<file path="config.mk">
export PLATFORM = sky130hd
export DESIGN_NAME = mult_hilo_ctrl_flat
export DESIGN_NICKNAME = d
export VERILOG_FILES = /design/src/rtl/mult_hilo_ctrl_pkg.sv /design/src/rtl/mult_hilo_ctrl_if.sv /design/src/rtl/mult_hilo_ctrl.sv /design/src/flat_wrapper.sv
export SDC_FILE = /design/constraint.sdc
export NUM_CORES = 1
export LEC_CHECK = 0
export BUFFER_PORTS_ARGS = -buffer_cell sky130_fd_sc_hd__buf_2
export CAP_MARGIN = 0
export CORE_MARGIN = 2
export CORE_UTILIZATION = 52
export CTS_BUF_LIST = sky130_fd_sc_hd__clkbuf_8
export CTS_CLUSTER_SIZE = 40
export DETAILED_ROUTE_END_ITERATION = 8
export PLACE_DENSITY = 0.94
export SYNTH_ARGS = -nofsm -noshare
export SYNTH_HDL_FRONTEND = slang
export SYNTH_SLANG_ARGS = --single-unit
</file>
<file path="constraint.sdc">
create_clock -name clk -period 2.9 [get_ports clk]
set_input_delay 0.145 -clock clk [delete_from_list [all_inputs] [get_ports clk]]
set_output_delay 0.145 -clock clk [all_outputs]
set_load 0.005 [all_outputs]
</file>
<file path="src/rtl/mult_hilo_ctrl_pkg.sv">
// Shared encodings for the HI/LO multiplier control stage.
package mult_hilo_ctrl_pkg;

    typedef enum logic [1:0] {
        OP_MULT = 2'b00,
        OP_MTHI = 2'b01,
        OP_MTLO = 2'b10,
        OP_RSVD = 2'b11
    } op_e;

    typedef enum logic [1:0] {
        S_IDLE = 2'b00,
        S_RUN  = 2'b01,
        S_DROP = 2'b10
    } state_e;

    localparam int unsigned MAX_CYCLES_DEF = 40;
    localparam int unsigned CNT_W_DEF      = 6;

endpackage

</file>
<file path="src/rtl/mult_hilo_ctrl_if.sv">
// Execute-stage request bus plus multiplier begin/end bus and HI/LO status.
interface mult_hilo_ctrl_if;

    logic        req_valid;
    logic        req_ready;
    logic [1:0]  req_op;
    logic [31:0] req_src1;
    logic [31:0] req_src2;
    logic        cancel;
    logic        mult_begin;
    logic [31:0] mult_op1;
    logic [31:0] mult_op2;
    logic [63:0] product;
    logic        mult_end;
    logic [31:0] hi;
    logic [31:0] lo;
    logic        busy;
    logic        err;

    modport master (
        output req_valid, req_op, req_src1, req_src2, cancel, product, mult_end,
        input  req_ready, mult_begin, mult_op1, mult_op2, hi, lo, busy, err
    );

    modport slave (
        input  req_valid, req_op, req_src1, req_src2, cancel, product, mult_end,
        output req_ready, mult_begin, mult_op1, mult_op2, hi, lo, busy, err
    );

endinterface

</file>
<file path="src/rtl/mult_hilo_ctrl.sv">
// Drives the iterative multiplier, owns architectural HI/LO, and guards each
// multiply with a cancel path and a cycle watchdog.
module mult_hilo_ctrl
    import mult_hilo_ctrl_pkg::*;
#(
    parameter int unsigned MAX_CYCLES = MAX_CYCLES_DEF,
    parameter int unsigned CNT_W      = CNT_W_DEF  // 2**CNT_W must exceed MAX_CYCLES
) (
    input  logic             clk,
    input  logic             resetn,
    mult_hilo_ctrl_if.slave  bus
);

    localparam logic [CNT_W-1:0] CntMax = CNT_W'(MAX_CYCLES);

    state_e           r_state, w_state_nxt;
    logic [31:0]      r_hi, w_hi_nxt;
    logic [31:0]      r_lo, w_lo_nxt;
    logic [31:0]      r_op1, w_op1_nxt;
    logic [31:0]      r_op2, w_op2_nxt;
    logic [CNT_W-1:0] r_cnt, w_cnt_nxt;
    logic             r_err, w_err_nxt;
    logic             w_accept;
    logic [CNT_W-1:0] w_cnt_inc;

    assign w_accept  = bus.req_valid && (r_state == S_IDLE);
    assign w_cnt_inc = r_cnt + 1'b1;

    always_comb begin
        w_state_nxt = r_state;
        w_hi_nxt    = r_hi;
        w_lo_nxt    = r_lo;
        w_op1_nxt   = r_op1;
        w_op2_nxt   = r_op2;
        w_cnt_nxt   = r_cnt;
        w_err_nxt   = r_err;
        unique case (r_state)
            S_IDLE: begin
                if (w_accept) begin
                    unique case (bus.req_op)
                        OP_MULT: begin
                            w_op1_nxt   = bus.req_src1;
                            w_op2_nxt   = bus.req_src2;
                            w_cnt_nxt   = '0;
                            w_state_nxt = S_RUN;
                        end
                        OP_MTHI: w_hi_nxt = bus.req_src1;
                        OP_MTLO: w_lo_nxt = bus.req_src1;
                        OP_RSVD: ;
                        default: ;
                    endcase
                end
            end
            S_RUN: begin
                w_cnt_nxt = w_cnt_inc;
                // Cancel beats a same-cycle end; a real end beats the watchdog.
                if (bus.cancel) begin
                    w_state_nxt = S_DROP;
                end else if (bus.mult_end) begin
                    {w_hi_nxt, w_lo_nxt} = bus.product;
                    w_state_nxt          = S_DROP;
                end else if (w_cnt_inc == CntMax) begin
                    w_err_nxt   = 1'b1;
                    w_state_nxt = S_DROP;
                end
            end
            S_DROP: w_state_nxt = S_IDLE;
            default: w_state_nxt = S_IDLE;
        endcase
    end

    always_ff @(posedge clk or negedge resetn) begin
        if (!resetn) begin
            r_state <= S_IDLE;
            r_hi    <= '0;
            r_lo    <= '0;
            r_op1   <= '0;
            r_op2   <= '0;
            r_cnt   <= '0;
            r_err   <= 1'b0;
        end else begin
            r_state <= w_state_nxt;
            r_hi    <= w_hi_nxt;
            r_lo    <= w_lo_nxt;
            r_op1   <= w_op1_nxt;
            r_op2   <= w_op2_nxt;
            r_cnt   <= w_cnt_nxt;
            r_err   <= w_err_nxt;
        end
    end

    // Begin is decoded from the state register so reset drops it asynchronously.
    assign bus.mult_begin = (r_state == S_RUN);
    assign bus.mult_op1   = r_op1;
    assign bus.mult_op2   = r_op2;
    assign bus.req_ready  = (r_state == S_IDLE);
    assign bus.busy       = (r_state != S_IDLE);
    assign bus.hi         = r_hi;
    assign bus.lo         = r_lo;
    assign bus.err        = r_err;

endmodule

</file>
<file path="src/flat_wrapper.sv">
// flat-port wrapper written by rule: the top's interface ports become plain ports
module mult_hilo_ctrl_flat import mult_hilo_ctrl_pkg::*;
#(
    parameter int unsigned MAX_CYCLES = MAX_CYCLES_DEF,
    parameter int unsigned CNT_W      = CNT_W_DEF                                    
)
  (clk, resetn, bus_req_valid, bus_req_op, bus_req_src1, bus_req_src2, bus_cancel, bus_product, bus_mult_end, bus_req_ready, bus_mult_begin, bus_mult_op1, bus_mult_op2, bus_hi, bus_lo, bus_busy, bus_err);
  mult_hilo_ctrl_if bus_i ();
  input  logic clk;
  input  logic resetn;
  input wire logic [$bits(bus_i.req_valid)-1:0] bus_req_valid;
  input wire logic [$bits(bus_i.req_op)-1:0] bus_req_op;
  input wire logic [$bits(bus_i.req_src1)-1:0] bus_req_src1;
  input wire logic [$bits(bus_i.req_src2)-1:0] bus_req_src2;
  input wire logic [$bits(bus_i.cancel)-1:0] bus_cancel;
  input wire logic [$bits(bus_i.product)-1:0] bus_product;
  input wire logic [$bits(bus_i.mult_end)-1:0] bus_mult_end;
  output wire logic [$bits(bus_i.req_ready)-1:0] bus_req_ready;
  output wire logic [$bits(bus_i.mult_begin)-1:0] bus_mult_begin;
  output wire logic [$bits(bus_i.mult_op1)-1:0] bus_mult_op1;
  output wire logic [$bits(bus_i.mult_op2)-1:0] bus_mult_op2;
  output wire logic [$bits(bus_i.hi)-1:0] bus_hi;
  output wire logic [$bits(bus_i.lo)-1:0] bus_lo;
  output wire logic [$bits(bus_i.busy)-1:0] bus_busy;
  output wire logic [$bits(bus_i.err)-1:0] bus_err;
  assign bus_i.req_valid = bus_req_valid;
  assign bus_i.req_op = bus_req_op;
  assign bus_i.req_src1 = bus_req_src1;
  assign bus_i.req_src2 = bus_req_src2;
  assign bus_i.cancel = bus_cancel;
  assign bus_i.product = bus_product;
  assign bus_i.mult_end = bus_mult_end;
  assign bus_req_ready = bus_i.req_ready;
  assign bus_mult_begin = bus_i.mult_begin;
  assign bus_mult_op1 = bus_i.mult_op1;
  assign bus_mult_op2 = bus_i.mult_op2;
  assign bus_hi = bus_i.hi;
  assign bus_lo = bus_i.lo;
  assign bus_busy = bus_i.busy;
  assign bus_err = bus_i.err;
  mult_hilo_ctrl #(.MAX_CYCLES(MAX_CYCLES), .CNT_W(CNT_W)) u_core (.clk(clk), .resetn(resetn), .bus(bus_i));
endmodule
</file>
; Word-level counts from Yosys, hierarchy flattened
; Index checks and enable logic that the tools add are counted.
[classes]
addsub = 1
eq_ne = 11
muxes = 19
n_bitwise = 2
reduce_logical = 11
[ops]
columns = operator, n
row1 = 32-bit 2-to-1 mux, 8
row2 = 32-bit case mux with 2 select lines, 2
row3 = 6-bit 2-to-1 mux, 2
row4 = 6-bit case mux with 2 select lines, 1
row5 = 2-bit 2-to-1 mux, 5
row6 = 5-bit AND reduction, 2
row7 = 3-bit AND reduction, 3
row8 = "2-bit by 1-bit inequality test with 1-bit output, second input constant", 4
row9 = "6-bit by 1-bit adder with 6-bit output, second input constant", 1
row10 = "6-bit equality test, second input constant", 1
row11 = "2-bit by 1-bit equality test with 1-bit output, second input constant", 2
row12 = 2-bit zero test, 2
row13 = "2-bit inequality test, second input constant", 2
row14 = "4-bit by 3-bit inequality test with 1-bit output, second input constant", 1
row15 = 2-bit case mux with 2 select lines, 1
row16 = 4-bit AND reduction, 1
row17 = 2-bit nonzero test, 2
row18 = "2-bit equality test, second input constant", 1
row19 = 1-bit inverter, 2
row20 = 1-bit logical AND, 1
[totals]
regBits = 137
inputBits = 135
output_inout_bits = 132
wordCells = 51

; Longest topological paths before layout
[logic_depth]
depth_word = 6
ltp_mapped = 7
mapped_depth_nobuf = 4

; Worst setup path after synthesis
; No wires, ideal clock.
[synth_path]
path_type = reg-to-reg
startpoint = register u_core.r_state[0]
endpoint = register u_core.r_op1[22] (netlist: u_core.bus.mult_op1[22])
setup_time_ns = 0.127
arrival_ns = 1.313
t_required_ns = 2.773
path_slack_ns = 1.460
path_stages_with_launch = 7
path_buffers = 3
synth_period_minus_slack_ns = 1.440
path_cell_list = dfrtp_1 buf_4 nor2_2 nand2_1 buf_4 buf_6 mux2_1
[synth_between]
elab_chain_len = 3
[synth_rtl]
columns = item, line
row1 = from (decl), mult_hilo_ctrl.sv:16  ; state_e r_state, w_state_nxt;
row2 = from (signal assigned), mult_hilo_ctrl.sv:82  ; r_state <= w_state_nxt;
row3 = 2-bit zero test *, n/a
row4 = named net bus_req_ready, flat_wrapper.sv:18  ; output wire logic [$bits(bus_i.req_ready)-1:0] bus_req_ready;
row5 = 1-bit logical AND, mult_hilo_ctrl.sv:26  ; assign w_accept = bus.req_valid && (r_state == S_IDLE);
row6 = 3-bit AND reduction (no source line) *, n/a
row7 = to (signal assigned), mult_hilo_ctrl.sv:85  ; r_op1 <= w_op1_nxt;
row8 = to (decl), mult_hilo_ctrl.sv:19  ; logic [31:0] r_op1, w_op1_nxt;
; Mark *: on every way through the listed nets, which the timed path passes. The rest lies on a longest branch.
; A chain may end at the register's enable or synchronous reset.

; Worst setup path in the final report
[layout_path]
startpoint = register u_core.r_state[0]
endpoint = register u_core.r_state[1]
[layout_between]
elab_chain_len = 4
elab_cells_between_ends = 8
cone_classes = 4 x eq/ne / 1 x mux / 3 x reduce/logical
[layout_rtl]
columns = item, line
row1 = 2-bit zero test, "mult_hilo_ctrl.sv:26, mult_hilo_ctrl.sv:37"
row2 = 1-bit logical AND, mult_hilo_ctrl.sv:26
row3 = 2-bit by 1-bit inequality test with 1-bit output (no source line), n/a
row4 = 3-bit AND reduction (no source line), n/a
; Several ways; a longest one is shown, not always the timed one.

==> metrics.cfg <==
[status]
status = completed

[cts]
clock-root-buffer = clkbuf_8
numCtsBuffers = 17
clockBufferDepth = 2
insertion_delay_ns = 0.44
cts.clk_slew.worst_paths_ns = 0.09
post_cts_buffers = 0
htreeDepth = 4
cts_tree = done
clock_sinks = 137

[yosys]
yosys_most_used_dff = dfrtp_1
synth_area_leaders = dfrtp_1 60%, mux2_2 12%, a21oi_1 5.6%, nand2_1 4.7%, o21ai_1 3.6%
syn_area_mm2 = 0.00571
synth-seq-cells = 137
netlist_instances = 499
yosys_warnings = 0
ys_seq_area_share_pct = 60.0
synth_area_leader_cell = dfrtp_1
ys_types = 36
syn_nets = 635
synthArstFlopShare_pct = 100
avgSynthCellArea_um2 = 11.4
synth_edf_count = 0
netlist.area_leader.share_pct = 60.0

[job]
cap_violations = 0

[setup_path]
reg2reg_slack_ns = 0.46
critPathCaptureType = flip-flop
worstPathMaxFanout = 39
arrival_ns = 2.81
cp-start-kind = flip-flop
critPathKind = flip-flop to flip-flop
critical_path_required_ns = 3.27

[grt]
grt_first_pass_wirelength_um = 30900
grtUsageTotal_pct = 35.3
antenna_found_initial = 0
grt-ovfl-total = 0
grt_max_degree = 65
first_global_vias = 6052

[detailed_routing]
avgRoutedWirePerCell_um = 20.3
via_per_inst = 5.60
vias = 5744
first_iter_violations = 606
ant_nets = 0
drt_wl_total_um = 20800
firstDrtPassIters = 7
post-route-drc-count = 0

[sta]
setup_slack_ns = 0.462
clock_skew_ns = 0.0145
fin_tns_setup_ns = 0
timing.final.crit_share_pct = 84.1
rsz0062_at_grt = no
max_freq_mhz = 410
worstMarginPinSlew_ns = 0.779
period_minus_slack_ns = 2.44
hold_violations = 0
setup_viol = 0
drv_slew = 0
timing.slew.headroom_pct = 48.1

[layout]
regArea_mm2 = 0.00343
drive_above_1_share_pct = 42.3
n_antenna_cell = 0
multi_input_area_mm2 = 0.00210
fillers = 564
final_nets = 1008
fin_util_pct = 80.4
areaGrowthSynthToFinish_pct = 51.9
mostFrequentLayoutCell = buf_2
final_area_mm2 = 0.00868
layout_common_cells = 265 x buf_2, 137 x dfrtp_1, 112 x dlygate4sd3_1, 70 x nand2_1, 64 x a21oi_1

[power_and_ir_drop]
power.total_mw = 5.86
vdd_drop_max_uv = 485
p_leak_nw = 4.32
power_density_mw_per_mm2 = 675

[placement]
dp.final_hpwl_um = 11300
dpl_worst_slack_ns = 0.839
dpl_cell_area_mm2 = 0.00715
io_buffers = 266
place_congestion = 0.836

[floorplanning]
core_area_mm2 = 0.0108
num_io_pins = 267
rows = 38
die_area_mm2 = 0.0118
initial_core_util_pct = 52.9
die_y_um = 109
die_x_um = 109

[hold_path]
hp-class = input pin to flip-flop

[report_power, final]
group	leakage, nW	internal [mW]	switching (mW)
combinational	2.45	0.787	0.746
clock	0.190	0.851	0.790
sequential	1.68	2.37	0.309
total	4.32	4.01	1.84
[cell families (layout without fill, tap and decap cells)]
| family | Yosys count | count (layout) | synth area share, % |
|---|---|---|---|
| AOI/OAI and AO/OA | 145 | 145 | 13.5 |
| muxes | 64 | 64 | 12.6 |
| adders and majority gates | 1 | 1 | 0.219 |
| buffers and inverters | 33 | 419 | 3.44 |
| DFF | 137 | 137 | 60.0 |
| and+or+nand+nor | 118 | 118 | 10.1 |
| xor gates and xnor gates | 1 | 1 | 0.153 |
[cells in the mapped netlist, drive strengths merged (4+ instances only)]
cell	instances
o21ai	72
nand2	71
and2	32
clkbuf	11
nor2	4
mux2	64
buf	20
a21oi	64
dfrtp	137
[through the flow]
step                hold WS, ns  std cells
floorplan                -0.151        499
global placement          0.164        881
detailed placement        0.171        881
CTS                    0.000252       1025
global route            0.00315       1025
finish                   0.0243       1025
[flip-flops by register name (all words and copies together) (netlist names)]
name                 count
u_core.r_state           2
u_core.bus.err           1
u_core.bus.mult_op1     32
u_core.bus.hi           32
u_core.bus.mult_op2     32
u_core.r_cnt             6
u_core.bus.lo           32
[path summary, 6_finish.rpt]
kind                                    from                 endpoint  cells after the start
max                        u_core.r_state[0]        u_core.r_state[1]                      5
min                          bus_product[41]         u_core.bus.hi[9]                      3
max reg2reg                u_core.r_state[0]        u_core.r_state[1]                      5
min reg2reg                u_core.bus.lo[30]        u_core.bus.lo[30]                      2
max in group asynchronous             resetn  u_core.bus.mult_op2[18]                      3
min in group asynchronous             resetn        u_core.bus.lo[23]                      2
[layer usage]
layer	global-route usage, %	vias to the layer above	wire length (µm)
met4	19.4	0	1010
met3	10.7	97	2040
met2	62.1	444	10600
met5	0	-	0
li1	-	2467	-
met1	37.8	2736	7180
[worst max-delay path, stage by stage, from the launching register on]
cell and delay, ns:
dfrtp_1 0.64, nand2b_4 0.35, inv_2 0.20, buf_4 0.37, o31a_1 0.22, dlygate4sd3_1 0.57
[final cells by class]
| type | instances | share of cell area, % |
|---|---|---|
| Sequential cell | 137 | 39.5 |
| Inverter | 2 | 0.0865 |
| Clock inverter | 15 | 2.03 |
| Clock buffer | 17 | 2.70 |
| Multi-Input combinational cell | 329 | 24.2 |
| Timing Repair Buffer | 385 | 29.5 |
| Tap cell | 140 | 2.02 |
[repair_timing]
action                                  in CTS  in global routing
endpoints found under the hold margin      172                  0
endpoints found under the setup margin       0                  0
hold buffers                               112                  0
gates resized for setup                      0                  0
Note: power is estimated with default switching activity, not from simulation.
